===== config.mk =====
export PLATFORM = sky130hd
export DESIGN_NAME = hazard_forwarding_unit
export DESIGN_NICKNAME = d
export VERILOG_FILES = /design/src/rtl/hazard_forwarding_unit.sv
export SDC_FILE = /design/constraint.sdc
export NUM_CORES = 1
export LEC_CHECK = 0
export ABC_AREA = 1
export BUFFER_PORTS_ARGS = -buffer_cell sky130_fd_sc_hd__buf_2
export CAP_MARGIN = 5
export CORE_MARGIN = 3
export CORE_UTILIZATION = 40
export CTS_CLUSTER_SIZE = 28
export DETAILED_ROUTE_END_ITERATION = 16
export HOLD_SLACK_MARGIN = 0.03
export PLACE_DENSITY = 0.72
export SLEW_MARGIN = 20
export SYNTH_ARGS = -nofsm -noshare
export SYNTH_HDL_FRONTEND = slang
export SYNTH_SLANG_ARGS = --single-unit

===== constraint.sdc =====
create_clock -name Clk -period 2.1 [get_ports Clk]
set_input_delay 0.21 -clock Clk [delete_from_list [all_inputs] [get_ports Clk]]
set_output_delay 0.21 -clock Clk [all_outputs]
set_load 0.02 [all_outputs]

===== src/rtl/hazard_forwarding_unit.sv =====
// Hazard detection and operand forwarding for a 5-stage ARM pipeline.
// Tracks destination info for EX/MEM/WB and drives stall, bubble, flush and bypass selects.
module hazard_forwarding_unit #(
    parameter int REG_W = 4,
    parameter int CNT_W = 16
) (
    input  logic             Clk,
    input  logic             Clr,
    input  logic [REG_W-1:0] ID_Rn,
    input  logic [REG_W-1:0] ID_Rm,
    input  logic [REG_W-1:0] ID_Rd,
    input  logic             ID_use_Rn,
    input  logic             ID_use_Rm,
    input  logic             ID_use_Rd,
    input  logic             ID_RF_enable,
    input  logic             ID_load,
    input  logic             branch_taken,
    output logic             PC_LE,
    output logic             IF_ID_LE,
    output logic             IF_ID_flush,
    output logic             CU_MUX_E,
    output logic [1:0]       fwd_A,
    output logic [1:0]       fwd_B,
    output logic [1:0]       fwd_D,
    output logic [CNT_W-1:0] stall_count
);

    localparam logic [REG_W-1:0] PC_REG = {REG_W{1'b1}};

    logic [REG_W-1:0] r_ex_rd, r_mem_rd, r_wb_rd;
    logic             r_ex_rf_en, r_mem_rf_en, r_wb_rf_en;
    logic             r_ex_load, r_mem_load, r_wb_load;
    logic [CNT_W-1:0] r_stall_count;

    logic [REG_W-1:0] w_src   [3];
    logic             w_use   [3];
    logic             w_match [3];
    logic [1:0]       w_fwd   [3];
    logic             w_hz;

    assign w_src[0] = ID_Rn;
    assign w_src[1] = ID_Rm;
    assign w_src[2] = ID_Rd;
    assign w_use[0] = ID_use_Rn;
    assign w_use[1] = ID_use_Rm;
    assign w_use[2] = ID_use_Rd;

    // Per-source bypass select; EX results from loads are not yet available.
    for (genvar gi = 0; gi < 3; gi++) begin : g_src
        assign w_match[gi] = w_use[gi] && (w_src[gi] == r_ex_rd);

        always_comb begin
            w_fwd[gi] = 2'b00;
            if (Clr || !w_use[gi] || (w_src[gi] == PC_REG))
                w_fwd[gi] = 2'b00;
            else if (r_ex_rf_en && !r_ex_load && (r_ex_rd == w_src[gi]))
                w_fwd[gi] = 2'b01;
            else if (r_mem_rf_en && (r_mem_rd == w_src[gi]))
                w_fwd[gi] = 2'b10;
            else if (r_wb_rf_en && (r_wb_rd == w_src[gi]))
                w_fwd[gi] = 2'b11;
        end
    end

    assign w_hz = !Clr && r_ex_load && r_ex_rf_en &&
                  (w_match[0] || w_match[1] || w_match[2]);

    assign PC_LE       = !w_hz;
    assign IF_ID_LE    = !w_hz;
    assign CU_MUX_E    = w_hz;
    assign IF_ID_flush = !Clr && branch_taken && !w_hz;
    assign fwd_A       = w_fwd[0];
    assign fwd_B       = w_fwd[1];
    assign fwd_D       = w_fwd[2];
    assign stall_count = r_stall_count;

    always_ff @(posedge Clk) begin
        if (Clr) begin
            r_ex_rd       <= '0;
            r_ex_rf_en    <= 1'b0;
            r_ex_load     <= 1'b0;
            r_mem_rd      <= '0;
            r_mem_rf_en   <= 1'b0;
            r_mem_load    <= 1'b0;
            r_wb_rd       <= '0;
            r_wb_rf_en    <= 1'b0;
            r_wb_load     <= 1'b0;
            r_stall_count <= '0;
        end else begin
            r_wb_rd     <= r_mem_rd;
            r_wb_rf_en  <= r_mem_rf_en;
            r_wb_load   <= r_mem_load;
            r_mem_rd    <= r_ex_rd;
            r_mem_rf_en <= r_ex_rf_en;
            r_mem_load  <= r_ex_load;
            r_ex_rd     <= ID_Rd;
            // A bubble carries no write and no load into EX.
            r_ex_rf_en  <= ID_RF_enable && !w_hz;
            r_ex_load   <= ID_load && !w_hz;
            if (w_hz && (r_stall_count != {CNT_W{1'b1}}))
                r_stall_count <= r_stall_count + CNT_W'(1);
        end
    end

endmodule

; ---- After elaboration in Yosys (flattened, before gate mapping)
; Index checks and enable logic that the tools add are counted.
[op_classes]
n_addsub = 1
n_eq_ne = 16
mux = 12
reduce_logical = 35
[ops]
columns = cell, count
row1 = $eq 4x4->1, 12
row2 = $mux 2, 12
row3 = $logic_and 1x1->1, 21
row4 = $add 16x1->16 const B, 1
row5 = $ne 16x16->1 const B, 1
row6 = $eq 4x4->1 const B, 3
row7 = $logic_or 1x1->1, 8
row8 = $logic_not 1->1, 6
[totals]
reg_bits = 32
in_bits = 20
output_inout_bits = 26
elab_cells = 72

; ---- Longest topological paths before layout
[logic_depth]
depth_word = 7
ltp_mapped = 11
ltp_nobuf = 11

; ---- Worst setup path before layout
; No wires, ideal clock.
[synth_path]
path_kind = reg-to-output
start = reg r_ex_rd[1]
end = out IF_ID_flush
arrival_ns = 1.554
required_ns = 1.890
path_slack_ns = 0.336
stages_incl_launch_ff = 10
n_path_buf = 0
path_cell_list = dfxtp_1 > inv_1 > nand2_1 > nand2_1 > nor2_2 > nand3_1 > nand3_4 > nand2_1 > inv_1 > nor2_1
[synth_between]
elab_chain_len = 7
word_cells_on_any_way = 11
cone_classes = eq/ne: 3 / reduce/logical: 8
[synth_lines]
columns = element, line
row1 = "start, declared", 30  ; logic [REG_W-1:0] r_ex_rd, r_mem_rd, r_wb_rd;
row2 = "start signal, assigned", 96  ; r_ex_rd <= ID_Rd;
row3 = $eq 4x4->1, 50  ; assign w_match[gi] = w_use[gi] && (w_src[gi] == r_ex_rd);
row4 = $logic_and 1x1->1, 50
row5 = $logic_or 1x1->1, 66  ; (w_match[0] || w_match[1] || w_match[2]);
row6 = $logic_or 1x1->1 (*), 66
row7 = $logic_and 1x1->1 (*), 65  ; assign w_hz = !Clr && r_ex_load && r_ex_rf_en &&
row8 = $logic_not 1->1 (*), --
row9 = named net IF_ID_LE, 19  ; output logic IF_ID_LE,
row10 = $logic_and 1x1->1 (*), 71  ; assign IF_ID_flush = !Clr && branch_taken && !w_hz;
row11 = "end, declared", 20  ; output logic IF_ID_flush,
; The timed path passes the listed nets; every way through them passes the cells marked *.

; ---- Worst setup path after layout
[layout_path]
start = reg r_ex_rd[2]
end = out IF_ID_flush
[layout_between]
elab_chain_len = 7
word_cells_on_any_way = 11
cone_classes = eq/ne: 3 / reduce/logical: 8
[layout_lines]
columns = element, line
row1 = $eq 4x4->1, 50
row2 = $logic_and 1x1->1, 50
row3 = $logic_or 1x1->1, 66
row4 = $logic_or 1x1->1 (*), 66
row5 = $logic_and 1x1->1 (*), 65
row6 = $logic_not 1->1 (*), 71
row7 = $logic_and 1x1->1 (*), 71
; Mark *: on every way between the ends. The rest lies on a longest branch, timed or not.

==> metrics.txt <==
status=finished clean; via count of the first global-routing pass=around 2.0k; peak per-stage delay on the critical path=~370 ps; final RePlAce weighted congestion=a little over 0.9; fraction of the cycle the final worst path needs=90.98%; CTS Root Buffer Type=sky130_fd_sc_hd__clkbuf_8; Power Dens Cells=about 520 nW/um^2; cell with the most instances after synthesis=sky130_fd_sc_hd__nand2_1; post-synthesis to final-layout area growth=19.17%; data arrival time of the worst path=1700 ps; height of the die=~79 um; actual slew at the worst max-slew pin=between 300 and 400 ps; worst relative slew slack=79.80%; Detail Route Antenna Nets=0; Most used DFF post-synth=sky130_fd_sc_hd__dfxtp_1; TritonRoute pass-1 iters=6; Post-synth top cells=sky130_fd_sc_hd__nand2_1 (105), sky130_fd_sc_hd__nor2_1 (71), sky130_fd_sc_hd__inv_1 (55); static leakage power=1.251 nW; Worst Reg2Reg Path Length in Cells=10; largest fanout of any net on the critical path=6; count of warnings emitted by yosys=0; clock tree from TritonCTS=yes; wire length reported by the detailed router=between 5 and 6 mm; count of state elements after synthesis=32; number of synthesized flops with an enable pin=0; average size of a mapped cell=slightly below 6 um^2; number of failing setup endpoints in the final timing report=0; largest net degree at the start of global routing=27; capture point of the critical path=IF_ID_flush; capturing element type of the critical path=output pin; setup repair after global routing missed its margin=false; required time at the endpoint of the critical path=around 1900 ps; fraction of layout instances using a drive strength above 1=~17%; Synth Cell Area=between 2000 and 2500 um^2; Cell Chain, Critical Path=inv_1 -> nand2_1 -> nand2_1 -> nor2_1 -> nand3_1 -> nand3_4 -> nand2_1 -> inv_1 -> nor2_1 -> buf_2; Die Area=between 6000 and 7000 um^2; category of the critical setup timing path=register to output pin; number of CTS-inserted buffers=5; Final Critical Period=approximately 1900 ps; via count normalized by instance count=approximately 4.9; Critical Path Most Common Cell=sky130_fd_sc_hd__nand2_1; starting utilization of the core area=43.18%; dominant delay contributor by cell family on the critical path=simple AND/OR/NAND/NOR gates; CP max-delay cell=sky130_fd_sc_hd__dfxtp_1; ANT cells=0; Placed Area=between 2000 and 2500 um^2; overflow left after global routing=0; end of the worst register-to-register path=stall_count[10]; HP Class=input pin to register; max-cap violation count=0; clk buf depth=2; antenna violations before repair=0; vias after detailed routing=2,375; fin nets=around 440; worst setup skew after layout=1.528 ps; count of hold-fix buffers inserted at cts=0; final cell utilization of the core=roughly 50%; HP Start=ID_RF_enable; async set-or-reset flop fraction in the synthesized netlist=0%; HPWL Detailed=roughly 4.3 mm; Area contributors post-synth=sky130_fd_sc_hd__dfxtp_1 (30%), sky130_fd_sc_hd__nand2_1 (19%), sky130_fd_sc_hd__nor2_1 (13%), sky130_fd_sc_hd__inv_1 (9.7%), sky130_fd_sc_hd__nand3_1 (6.1%); worst skew pair latency=roughly 290 ps; Register-to-Register Setup Slack=~220 ps; detailed-route wire length per cell=11.61 um; area of all placed cells without fillers=2527 um^2; max-slew violation count=0; IO Count=46; type of element launching the critical path=register; IR drop worst, VDD=between 0.2 and 0.3 mV; Sum Neg Setup Slack=0 ps; number of standard-cell rows in the floorplan=25; CTS clk-pin slew, worst paths=~70 ps; post-route DRC violation count=0; I/O Buffers=45; Achievable Freq=around 520 MHz; WP depth=10; launching point of the worst reg2reg path=stall_count[0]; GRT Resource Usage Total=between 10% and 20%; beginning of the critical path=r_ex_rd[2]; final number of hold-violating endpoints=0; dominant cell type by area after synthesis=sky130_fd_sc_hd__dfxtp_1; number of different library cells in the post-synthesis netlist=25; synthesized netlist net count=just under 400; H-tree depth reported by CTS=2; clock tree sinks=32; combined buffer and inverter count along the critical path=3; sequential fraction of the synthesis area=a little under a third; die width=approximately 79 um; drt initial violations=169; post-synthesis cell count=364; area of the placeable core=approximately 5000 um^2; area share of the leading cell type in the synthesized netlist=between 30% and 40%; wire length of the first global-routing pass=between 9 and 10 mm
cell usage in the layout, fill, tap and decap left out:
master	count
sky130_fd_sc_hd__nand2_1	105
sky130_fd_sc_hd__nor2_1	70
sky130_fd_sc_hd__inv_1	55
sky130_fd_sc_hd__buf_2	45
sky130_fd_sc_hd__dfxtp_1	32
sky130_fd_sc_hd__nand3_1	26
sky130_fd_sc_hd__nand4_1	19
sky130_fd_sc_hd__a21oi_1	9
sky130_fd_sc_hd__o22ai_1	8
sky130_fd_sc_hd__o21ai_0	8
sky130_fd_sc_hd__buf_4	7
sky130_fd_sc_hd__clkbuf_8	6
sky130_fd_sc_hd__nor2_2	5
sky130_fd_sc_hd__inv_2	4
sky130_fd_sc_hd__xnor2_1	4
sky130_fd_sc_hd__xor2_1	2
sky130_fd_sc_hd__a41oi_1	2
sky130_fd_sc_hd__nand3_2	2
sky130_fd_sc_hd__clkinv_2	2
sky130_fd_sc_hd__nand2b_1	1
sky130_fd_sc_hd__a21boi_0	1
sky130_fd_sc_hd__nand3_4	1
sky130_fd_sc_hd__nor3_1	1
sky130_fd_sc_hd__ha_1	1
worst register-to-register path: stages (launching register included):
cell and delay (ps):
sky130_fd_sc_hd__dfxtp_1 370, sky130_fd_sc_hd__ha_1 190, sky130_fd_sc_hd__nand2_1 80, sky130_fd_sc_hd__nor2_1 210, sky130_fd_sc_hd__nand4_1 310, sky130_fd_sc_hd__inv_1 290, sky130_fd_sc_hd__nor2_1 100, sky130_fd_sc_hd__nand3_1 90
sky130_fd_sc_hd__nand2_1 50, sky130_fd_sc_hd__nand2_1 50, sky130_fd_sc_hd__nor2_1 30
through the flow:
stage,power [mW],instances,setup WS [ps],hold slack (ps)
2_1_floorplan,0.7599,364,335.9,281.5
3_3_place_gp,0.8198,472,299.3,429.1
3_5_place_dp,0.8211,472,265.7,429.3
4_1_cts,1.325,480,60.04,119.7
5_1_grt,1.381,483,29.94,132.7
6_report,1.319,483,189.4,127.0
layer usage:
metal	vias up	GRT usage, %	routed length, um
met5	-	0	0
met4	0	6.357	115
met2	78	27.93	2456
met1	1031	24.81	2690
met3	20	3.515	345
li1	1246	-	-
how the worst min path moves through the flow:
stage | slack, ps | depth (start not counted) | end
floorplan | 280 | 1 | stall_count[6]
global placement | 430 | 3 | r_ex_rf_en
detailed placement | 430 | 3 | r_ex_rf_en
CTS | 120 | 3 | r_ex_rf_en
global route | 130 | 3 | r_ex_load
finish | 130 | 3 | r_ex_rf_en
flip-flops by register name, summed over array words and instances (netlist names):
signal       count
r_wb_rd          4
r_ex_rf_en       1
stall_count     16
r_mem_rd         4
r_ex_load        1
r_wb_rf_en       1
r_ex_rd          4
r_mem_rf_en      1
area by class of cell:
class,instances,area (um^2)
Multi-Input combinational cell,265,1211
Sequential cell,32,640.6
Fill cell,527,2384
Timing Repair Buffer,52,277.8
Tap cell,67,83.83
Clock buffer,6,82.58
Clock inverter,2,10.01
Inverter,59,221.5
timing repair:
item | in CTS | in global routing
resized for setup | 0 | 1
buffers inserted | 0 | 3
endpoints found under the setup margin | 0 | 2
cell families (layout without fill, tap and decap cells):
logic type	Yosys count	in the layout	synth area share, %
buf+inv	67	119	12.80
xor+xnor	6	6	2.478
simple gates	230	230	46.37
flops	32	32	30.21
compound gates	28	28	7.552
fa+ha+maj	1	1	0.5899
power by group:
group | internal (mW) | switching [mW] | total, mW
registers | 0.620 | 0.0133 | 0.633
logic | 0.0674 | 0.118 | 0.185
clock network | 0.261 | 0.240 | 0.501
total | 0.949 | 0.370 | 1.32
No activity file was read; power rests on OpenSTA's default activity.
